[src/rtl/uart_pkg.sv]
// -----------------------------------------------------------------------------
// uart_pkg
// Shared UART definitions used by the transmit serializer and the receive path:
// the frame state encoding and the default frame geometry.
//   UART_DATA_BITS  : payload bits per frame (8N1 by default)
//   UART_OVERSAMPLE : sample_tick pulses per bit period
//   uart_state_e    : IDLE / START / DATA / STOP frame states
// -----------------------------------------------------------------------------
package uart_pkg;

  localparam int UART_DATA_BITS  = 8;
  localparam int UART_OVERSAMPLE = 16;

  typedef enum logic [1:0] {
    ST_IDLE  = 2'd0,
    ST_START = 2'd1,
    ST_DATA  = 2'd2,
    ST_STOP  = 2'd3
  } uart_state_e;

endpackage

[src/rtl/tx_bit_timer.sv]
// -----------------------------------------------------------------------------
// tx_bit_timer
// Counts sample_tick pulses and flags the tick that closes a bit period.
// Ports:
//   clk       : clock
//   rst_n     : asynchronous active-low reset
//   i_clear   : hold the counter at zero (overrides ticks)
//   i_tick    : one-clk-wide oversample enable
//   o_bit_end : high on the tick that completes OVERSAMPLE ticks
// -----------------------------------------------------------------------------
module tx_bit_timer
  import uart_pkg::*;
#(
  parameter int OVERSAMPLE = UART_OVERSAMPLE
) (
  input  logic clk,
  input  logic rst_n,
  input  logic i_clear,
  input  logic i_tick,
  output logic o_bit_end
);

  localparam int               CNT_W = (OVERSAMPLE > 1) ? $clog2(OVERSAMPLE) : 1;
  localparam logic [CNT_W-1:0] LAST  = CNT_W'(OVERSAMPLE - 1);

  logic [CNT_W-1:0] r_cnt;
  logic             w_last;

  assign w_last    = (r_cnt == LAST);
  // A clear in the same cycle as a tick wins, so the tick is not counted.
  assign o_bit_end = i_tick & w_last & ~i_clear;

  always_ff @(posedge clk or negedge rst_n) begin
    if (!rst_n) begin
      r_cnt <= '0;
    end else if (i_clear) begin
      r_cnt <= '0;
    end else if (i_tick) begin
      r_cnt <= w_last ? '0 : r_cnt + CNT_W'(1);
    end
  end

endmodule

[src/rtl/uart_tx_serializer.sv]
// -----------------------------------------------------------------------------
// uart_tx_serializer
// Serializes one payload word per request into an 8N1 frame: start bit (0),
// DATA_BITS data bits LSB first, one stop bit (1). Bit timing comes from
// sample_tick, OVERSAMPLE ticks per bit.
// Ports:
//   clk         : clock, all state updates on rising edge
//   rst_n       : asynchronous active-low reset
//   sample_tick : one-clk-wide oversample enable
//   tx_data     : payload, sampled only on acceptance
//   tx_valid    : send request
//   tx_ready    : high only while idle
//   tx_out      : registered serial line, idle high
//   tx_done     : one-clk pulse as the frame completes
// -----------------------------------------------------------------------------
module uart_tx_serializer
  import uart_pkg::*;
#(
  parameter int DATA_BITS  = UART_DATA_BITS,
  parameter int OVERSAMPLE = UART_OVERSAMPLE
) (
  input  logic                 clk,
  input  logic                 rst_n,
  input  logic                 sample_tick,
  input  logic [DATA_BITS-1:0] tx_data,
  input  logic                 tx_valid,
  output logic                 tx_ready,
  output logic                 tx_out,
  output logic                 tx_done
);

  localparam int               IDX_W    = (DATA_BITS > 1) ? $clog2(DATA_BITS) : 1;
  localparam logic [IDX_W-1:0] LAST_IDX = IDX_W'(DATA_BITS - 1);

  uart_state_e          r_state;
  uart_state_e          w_state_nxt;
  logic [DATA_BITS-1:0] r_shift;
  logic [DATA_BITS-1:0] w_shift_nxt;
  logic [IDX_W-1:0]     r_bit_idx;
  logic [IDX_W-1:0]     w_bit_idx_nxt;
  logic                 r_tx_out;
  logic                 w_tx_out_nxt;
  logic                 r_tx_done;
  logic                 w_tx_done_nxt;
  logic                 w_timer_clr;
  logic                 w_bit_end;

  // Holding the timer clear throughout IDLE also clears it on the acceptance
  // edge, so the first tick counted is the one in the cycle after acceptance.
  assign w_timer_clr = (r_state == ST_IDLE);

  tx_bit_timer #(
    .OVERSAMPLE (OVERSAMPLE)
  ) u_bit_timer (
    .clk       (clk),
    .rst_n     (rst_n),
    .i_clear   (w_timer_clr),
    .i_tick    (sample_tick),
    .o_bit_end (w_bit_end)
  );

  assign tx_ready = (r_state == ST_IDLE);
  assign tx_out   = r_tx_out;
  assign tx_done  = r_tx_done;

  always_ff @(posedge clk or negedge rst_n) begin
    if (!rst_n) begin
      r_state   <= ST_IDLE;
      r_shift   <= '0;
      r_bit_idx <= '0;
      r_tx_out  <= 1'b1;
      r_tx_done <= 1'b0;
    end else begin
      r_state   <= w_state_nxt;
      r_shift   <= w_shift_nxt;
      r_bit_idx <= w_bit_idx_nxt;
      r_tx_out  <= w_tx_out_nxt;
      r_tx_done <= w_tx_done_nxt;
    end
  end

  // The line level for the next bit is decided here and registered, so tx_out
  // changes on the same edge as the state.
  always_comb begin
    w_state_nxt   = r_state;
    w_shift_nxt   = r_shift;
    w_bit_idx_nxt = r_bit_idx;
    w_tx_out_nxt  = r_tx_out;
    w_tx_done_nxt = 1'b0;
    case (r_state)
      ST_IDLE: begin
        w_tx_out_nxt = 1'b1;
        if (tx_valid) begin
          w_state_nxt   = ST_START;
          w_shift_nxt   = tx_data;
          w_bit_idx_nxt = '0;
          w_tx_out_nxt  = 1'b0;
        end
      end
      ST_START: begin
        if (w_bit_end) begin
          w_state_nxt  = ST_DATA;
          w_tx_out_nxt = r_shift[0];
        end
      end
      ST_DATA: begin
        if (w_bit_end) begin
          w_shift_nxt = r_shift >> 1;
          if (r_bit_idx == LAST_IDX) begin
            w_state_nxt   = ST_STOP;
            w_bit_idx_nxt = '0;
            w_tx_out_nxt  = 1'b1;
          end else begin
            w_bit_idx_nxt = r_bit_idx + IDX_W'(1);
            w_tx_out_nxt  = w_shift_nxt[0];
          end
        end
      end
      ST_STOP: begin
        if (w_bit_end) begin
          w_state_nxt   = ST_IDLE;
          w_tx_done_nxt = 1'b1;
        end
      end
      default: begin
        w_state_nxt  = ST_IDLE;
        w_tx_out_nxt = 1'b1;
      end
    endcase
  end

endmodule

[config.mk]
export PLATFORM = sky130hd
export DESIGN_NAME = uart_tx_serializer
export DESIGN_NICKNAME = d
export VERILOG_FILES = /design/src/rtl/uart_pkg.sv /design/src/rtl/tx_bit_timer.sv /design/src/rtl/uart_tx_serializer.sv
export SDC_FILE = /design/constraint.sdc
export NUM_CORES = 1
export LEC_CHECK = 0
export CAP_MARGIN = 20
export CORE_MARGIN = 5
export CORE_UTILIZATION = 50
export DETAILED_ROUTE_END_ITERATION = 8
export MAX_ROUTING_LAYER = met4
export PLACE_DENSITY_LB_ADDON = 0.25
export SLEW_MARGIN = 20
export SYNTH_ARGS = -nofsm -noshare
export SYNTH_HDL_FRONTEND = slang
export SYNTH_SLANG_ARGS = --single-unit
[constraint.sdc]
create_clock -name clk -period 2.3 [get_ports clk]
set_input_delay 0.69 -clock clk [delete_from_list [all_inputs] [get_ports clk]]
set_output_delay 0.69 -clock clk [all_outputs]
set_load 0.02 [all_outputs]
==> results.toml, run 1 <==
[status]
status = "finished clean"

[worst_setup_path]
reg2reg_slack_ns = 0.37
reg2reg_from = "r_state[0]$_DFFE_PN0P_"
path_cells = "clkdlybuf4s50_1"
cp-end-kind = "output port"
path_depth = 1
path_delay_family = "buffers and inverters"
slowest_stage = "clkdlybuf4s50_1"
path_max_fanout = 2
critical_path_required_ns = 1.61
crit_buf_inv = 1
cp_slowest_stage_delay_ns = 0.59
startpoint_type = "register"
worstSetupPathType = "register to output port"
r2r_end = "r_bit_idx[2]$_DFFE_PN0P_"
reg2reg_depth = 6
worst-endpoint-arrival_ns = 1.44

[synthesis]
synth_nets = 131
synth_area_um2 = 1090
seq_area_frac_synth_pct = 43.9
ys_types = 30
synth_cells = 111
synth.area.top_cells = "dfrtp_1, ha_1, nand2_1"
syn-mean-instance-area_um2 = 9.78
ys_warn_count = 0
netlist.area_leader.share_pct = 41.5
ys_seq_elements = 19
synth_top_area_cell = "dfrtp_1"

[global_routing]
grt_max_degree = 20
overflow = 0
antenna_found_initial = 0
grt_pass1_vias = 920
grt_pass1_wl_mm = 4.06
grt.total_usage_pct = 16.5

[layout]
syn_to_final_growth_pct = 22.7
drive_gt1_share_pct = 19.4
fillCellCount = 177
final-seq-area_um2 = 477
final_area_um2 = 1330
diodes = 0
multi_input_area_um2 = 554
fin_nets = 155
final_cell_mix = "nand2_1, dfrtp_1, clkdlybuf4s50_1, buf_4"
final_core_util_pct = 65.9

[route]
drtIter0Drc = 18
viasPerCell = 5.51
finalWirelength_mm = 2.27
antenna_left = 0
drc = 0
avgRoutedWirePerCell_um = 14.1
detail_route.first_pass.iterations = 4
vias = 887

[pwr]
ir_drop_mv = 0.876
p_per_area_nw_per_um2 = 1180
p_leak_uw = 0.000613

[clock_network]
cts_buffers = 3
post-cts-setup-buffers = 0
cts_sinks = 19
clk_pin_slew_ns = 0.11
cts_hold_buf = 0
clk_root_buffer_cell = "clkbuf_4"
clockBufferDepth = 2
ctsResizeCount = 1
cts_tree = "done"
htreeDepth = 1
clkLatencyLatePin_ns = 0.30

[job]
cap_violations = 0

[hold_path]
hp-class = "register to register"
hold_depth = 2
hold_end = "r_shift[7]$_DFFE_PN0P_"
hold_start = "r_shift[7]$_DFFE_PN0P_"

[timing]
fmax_mhz = 469
rsz0062_at_grt = "false"
tightest_slew_ns = 0.374
finalHoldViolCount = 0
slew_violations = 0
slew_headroom_pct = 74.3
finalClockSkew_ns = 0.00441
finalCritPeriodShare_pct = 92.7
finalCriticalPeriod_ns = 2.13
setup-violations-final = 0

[floorplanning]
die_area_um2 = 3200
rows = 16
core_area_um2 = 2020
die_x_um = 56.6
start_util_pct = 53.7
ioPinCount = 15
fp.dieH_um = 56.6

[placed_design]
gp_congestion = 0.819
io_buffers = 14
place_area_um2 = 1310
dp_hpwl_mm = 1.65
==> worst max path at each step <==
stage | endpoint | slack (ns) | start
final | tx_out | 0.17 | tx_out$_DFFE_PN1P_
after global routing | tx_out | 0.10 | tx_out$_DFFE_PN1P_
after CTS | tx_out | 0.15 | tx_out$_DFFE_PN1P_
after detailed placement | r_bit_idx[2]$_DFFE_PN0P_ | -0.008 | sample_tick
after global placement | r_bit_idx[2]$_DFFE_PN0P_ | 0.02 | sample_tick
after floorplan | r_bit_idx[1]$_DFFE_PN0P_ | 0.27 | r_state[0]$_DFFE_PN0P_
==> synth_stat cells <==
cell       n
mux2_4     1
dfstp_2    1
a311oi_1   1
mux2_2     5
ha_1       8
a21oi_1    5
buf_2      2
a22o_1     3
dfrtp_1   18
nor4_1     2
nor3_1     1
nor3_2     1
or3_2      1
or3_4      1
or2_2      1
mux2i_1    3
a31oi_1    8
clkbuf_1   2
nand2_2    1
o21ai_0    2
nor2b_1    1
o22ai_1    8
o32a_1     1
nand2_1   18
and2_1     1
xor2_1     1
buf_6      1
nand2b_1   1
inv_1      7
nor2_1     5
==> layer usage <==
metal	wire length (µm)	global-route usage, %	share of wire (%)
met4	13	3.73	0.57
met3	101	5.28	4.5
met2	1070	26.6	47
met5	0	-	0
met1	1080	20.0	47
==> registers in the layout, summed over array words and instances, names as in the netlist <==
signal	cells
r_state	2
r_bit_idx	3
r_shift	8
tx_out	1
u_bit_timer.r_cnt	4
tx_done	1
==> area by class of cell <==
cell class	instances	share of cell area [%]
inverter	7	1.97
clock inverter	1	0.376
clock buffer	3	1.69
sequential	19	35.8
tap	27	2.54
multi-input combinational	80	41.6
timing repair buffer	24	16.1
==> worst register-to-register path, cell delays in order, from the launching register on <==
cell and delay [ns]:
dfrtp_1 0.39, inv_1 0.09, ha_1 0.22, buf_4 0.18
or3_4 0.43, mux2_2 0.28, a22o_1 0.22
==> power breakdown <==
group	switching (µW)	internal (µW)	leakage (µW)	total (µW)
sequential	110	473	0.000237	583
combinational	425	395	0.000359	819
clock	108	64.9	0.0000177	173
==> through the flow <==
step	hold WS, ns	worst slack [ns]	TNS [ns]	std cells	total power (µW)
global placement	0.500	0.0196	0	157	1380
finish	0.538	0.167	0	161	1580
floorplan	0.394	0.266	0	111	1150
CTS	0.543	0.149	0	161	1590
global route	0.569	0.105	0	161	1730
detailed placement	0.522	-0.00766	-0.00766	157	1420
==> kinds of logic after synthesis <==
kind of cell | synth area share (%)
AOI/OAI and AO/OA | 16.6
xor gates and xnor gates | 0.807
adders and majority gates | 9.22
buffers and inverters | 5.07
DFF | 43.9
muxes | 9.33
and+or+nand+nor | 15.1
Note: power is estimated with default switching activity, not from simulation.
==> run 2, diff against run 1 <==
--- a/config.mk
+++ b/config.mk
@@ -7,7 +7,7 @@
 export LEC_CHECK = 0
 export CAP_MARGIN = 20
 export CORE_MARGIN = 5
-export CORE_UTILIZATION = 50
+export CORE_UTILIZATION = 45
 export DETAILED_ROUTE_END_ITERATION = 8
 export MAX_ROUTING_LAYER = met4
 export PLACE_DENSITY_LB_ADDON = 0.25
==> run 2 against run 1 <==
Against the previous run: power is 0.74% lower; critical path type unchanged; via count is 1.2% lower; largest cell class unchanged; highest routed layer unchanged; worst setup slack worse by 0.00054 ns; sequential share of layout area stayed put; sequential power hardly changed.
==> results.toml, run 2 (synthesis gave the netlist of run 1 again) <==
[clock_network]
clk_root_buffer_cell = "clkbuf_4"
cts_hold_buf = 0
post-cts-setup-buffers = 0
htreeDepth = 1
ctsResizeCount = 1
clockBufferDepth = 2
clkLatencyLatePin_ns = 0.30
cts_sinks = 19
cts_tree = "done"
cts_buffers = 3
clk_pin_slew_ns = 0.11

[layout]
syn_to_final_growth_pct = 22.7
fin_nets = 155
top_register = "r_shift"
final_core_util_pct = 59.1
diodes = 0
largest_register_ffs = 8
drive_gt1_share_pct = 18.7
final_cell_mix = "nand2_1, dfrtp_1, clkdlybuf4s50_1, buf_4"
fillCellCount = 221
largestRegisters = "r_shift x8, u_bit_timer.r_cnt x4, r_bit_idx x3"
final_area_um2 = 1330

[global_routing]
overflow = 0
grt_max_degree = 13
grt.total_usage_pct = 15.5
antenna_found_initial = 0
grt_pass1_wl_mm = 4.07
grt_pass1_vias = 923

[hold_path]
hp-class = "register to register"

[route]
antenna_left = 0
drc = 0
finalWirelength_mm = 2.21
viasPerCell = 5.41
drtIter0Drc = 19
vias = 876
detail_route.first_pass.iterations = 4
avgRoutedWirePerCell_um = 13.6

[worst_setup_path]
slowest_stage = "clkdlybuf4s50_1"
path_max_fanout = 2
critical_path_required_ns = 1.61
path_cells = "clkdlybuf4s50_1"
crit_buf_inv = 1
cp-end-kind = "output port"
path_delay_family = "buffers and inverters"
cp_slowest_stage_delay_ns = 0.60
startpoint_type = "register"
worstSetupPathType = "register to output port"
worst-endpoint-arrival_ns = 1.44

[pwr]
p_leak_uw = 0.000610
power_uw = 1560
ir_drop_mv = 0.781
p_per_area_nw_per_um2 = 1170

[timing]
slew_headroom_pct = 70.0
rsz0062_at_grt = "false"
tightest_slew_ns = 0.449
slew_violations = 0
finalClockSkew_ns = 0.00670
fmax_mhz = 469
finalCritPeriodShare_pct = 92.8
fin_tns_setup_ns = 0
setup-violations-final = 0
finalCriticalPeriod_ns = 2.13
finalHoldViolCount = 0

[floorplanning]
start_util_pct = 48.2
fp.dieH_um = 59.1
die_x_um = 59.1
rows = 17
die_area_um2 = 3500
ioPinCount = 15
core_area_um2 = 2250

[status]
status = "finished clean"

[placed_design]
dp_hpwl_mm = 1.69
place_area_um2 = 1310
gp_congestion = 0.802
io_buffers = 14

[job]
cap_violations = 0
run 2: cell count changes in the layout (fill, tap and decap cells not counted):
| cell | delta |
|---|---|
| clkinv_2 | -1 |
| clkbuf_1 | +1 |
run 2: routing by layer:
metal	track usage, %	vias up	wire (µm)
met4	7.77	0	31
met2	22.9	21	1070
met3	3.27	4	84
met1	20.0	408	1020
li1	-	443	-
met5	-	-	0
run 2: worst min-delay path, cell delays in order (launching register included):
cell and delay, ns:
dfrtp_1 0.40, inv_1 0.05, o22ai_1 0.05
run 2: final timing paths:
path | slack (ns) | startpoint | endpoint | cells after the start
max | 0.17 | tx_out$_DFFE_PN1P_ | tx_out | 1
min reg2reg | 0.53 | r_shift[7]$_DFFE_PN0P_ | r_shift[7]$_DFFE_PN0P_ | 2
min in group asynchronous | 0.69 | rst_n | r_shift[0]$_DFFE_PN0P_ | 1
min | 0.53 | r_shift[7]$_DFFE_PN0P_ | r_shift[7]$_DFFE_PN0P_ | 2
max in group asynchronous | 1.10 | rst_n | u_bit_timer.r_cnt[3]$_DFFE_PN0P_ | 2
max reg2reg | 0.33 | r_state[0]$_DFFE_PN0P_ | r_shift[0]$_DFFE_PN0P_ | 7
run 2: report_power, final:
group	switching, µW	internal [µW]
sequential	107	474
combinational	418	395
clock	102	67.5
total	628	936
run 2: cell type report:
class	instances	area (µm²)	area share, %
multi-input cells	80	554	41.6
repair buffers	24	214	16.1
clock buffers	4	26.3	1.97
flip-flops and latches	19	477	35.8
inverters	7	26.3	1.97
well taps	28	35.0	2.63
run 2: stage by stage:
stage / cells / setup WS, ns / hold WS (ns)
final: 162 / 0.167 / 0.533
after detailed placement: 158 / 0.00341 / 0.516
after floorplan: 111 / 0.266 / 0.394
after global placement: 158 / 0.0182 / 0.506
after global routing: 162 / 0.118 / 0.559
after CTS: 162 / 0.139 / 0.534
==> run 3, diff against run 2 <==
--- a/config.mk
+++ b/config.mk
@@ -9,6 +9,7 @@
 export CORE_MARGIN = 5
 export CORE_UTILIZATION = 45
 export DETAILED_ROUTE_END_ITERATION = 8
+export HOLD_SLACK_MARGIN = 0.1
 export MAX_ROUTING_LAYER = met4
 export PLACE_DENSITY_LB_ADDON = 0.25
 export SLEW_MARGIN = 20
==> results of run 3 <==
The final DEF is identical to that of run 2; final timing and power are the same.
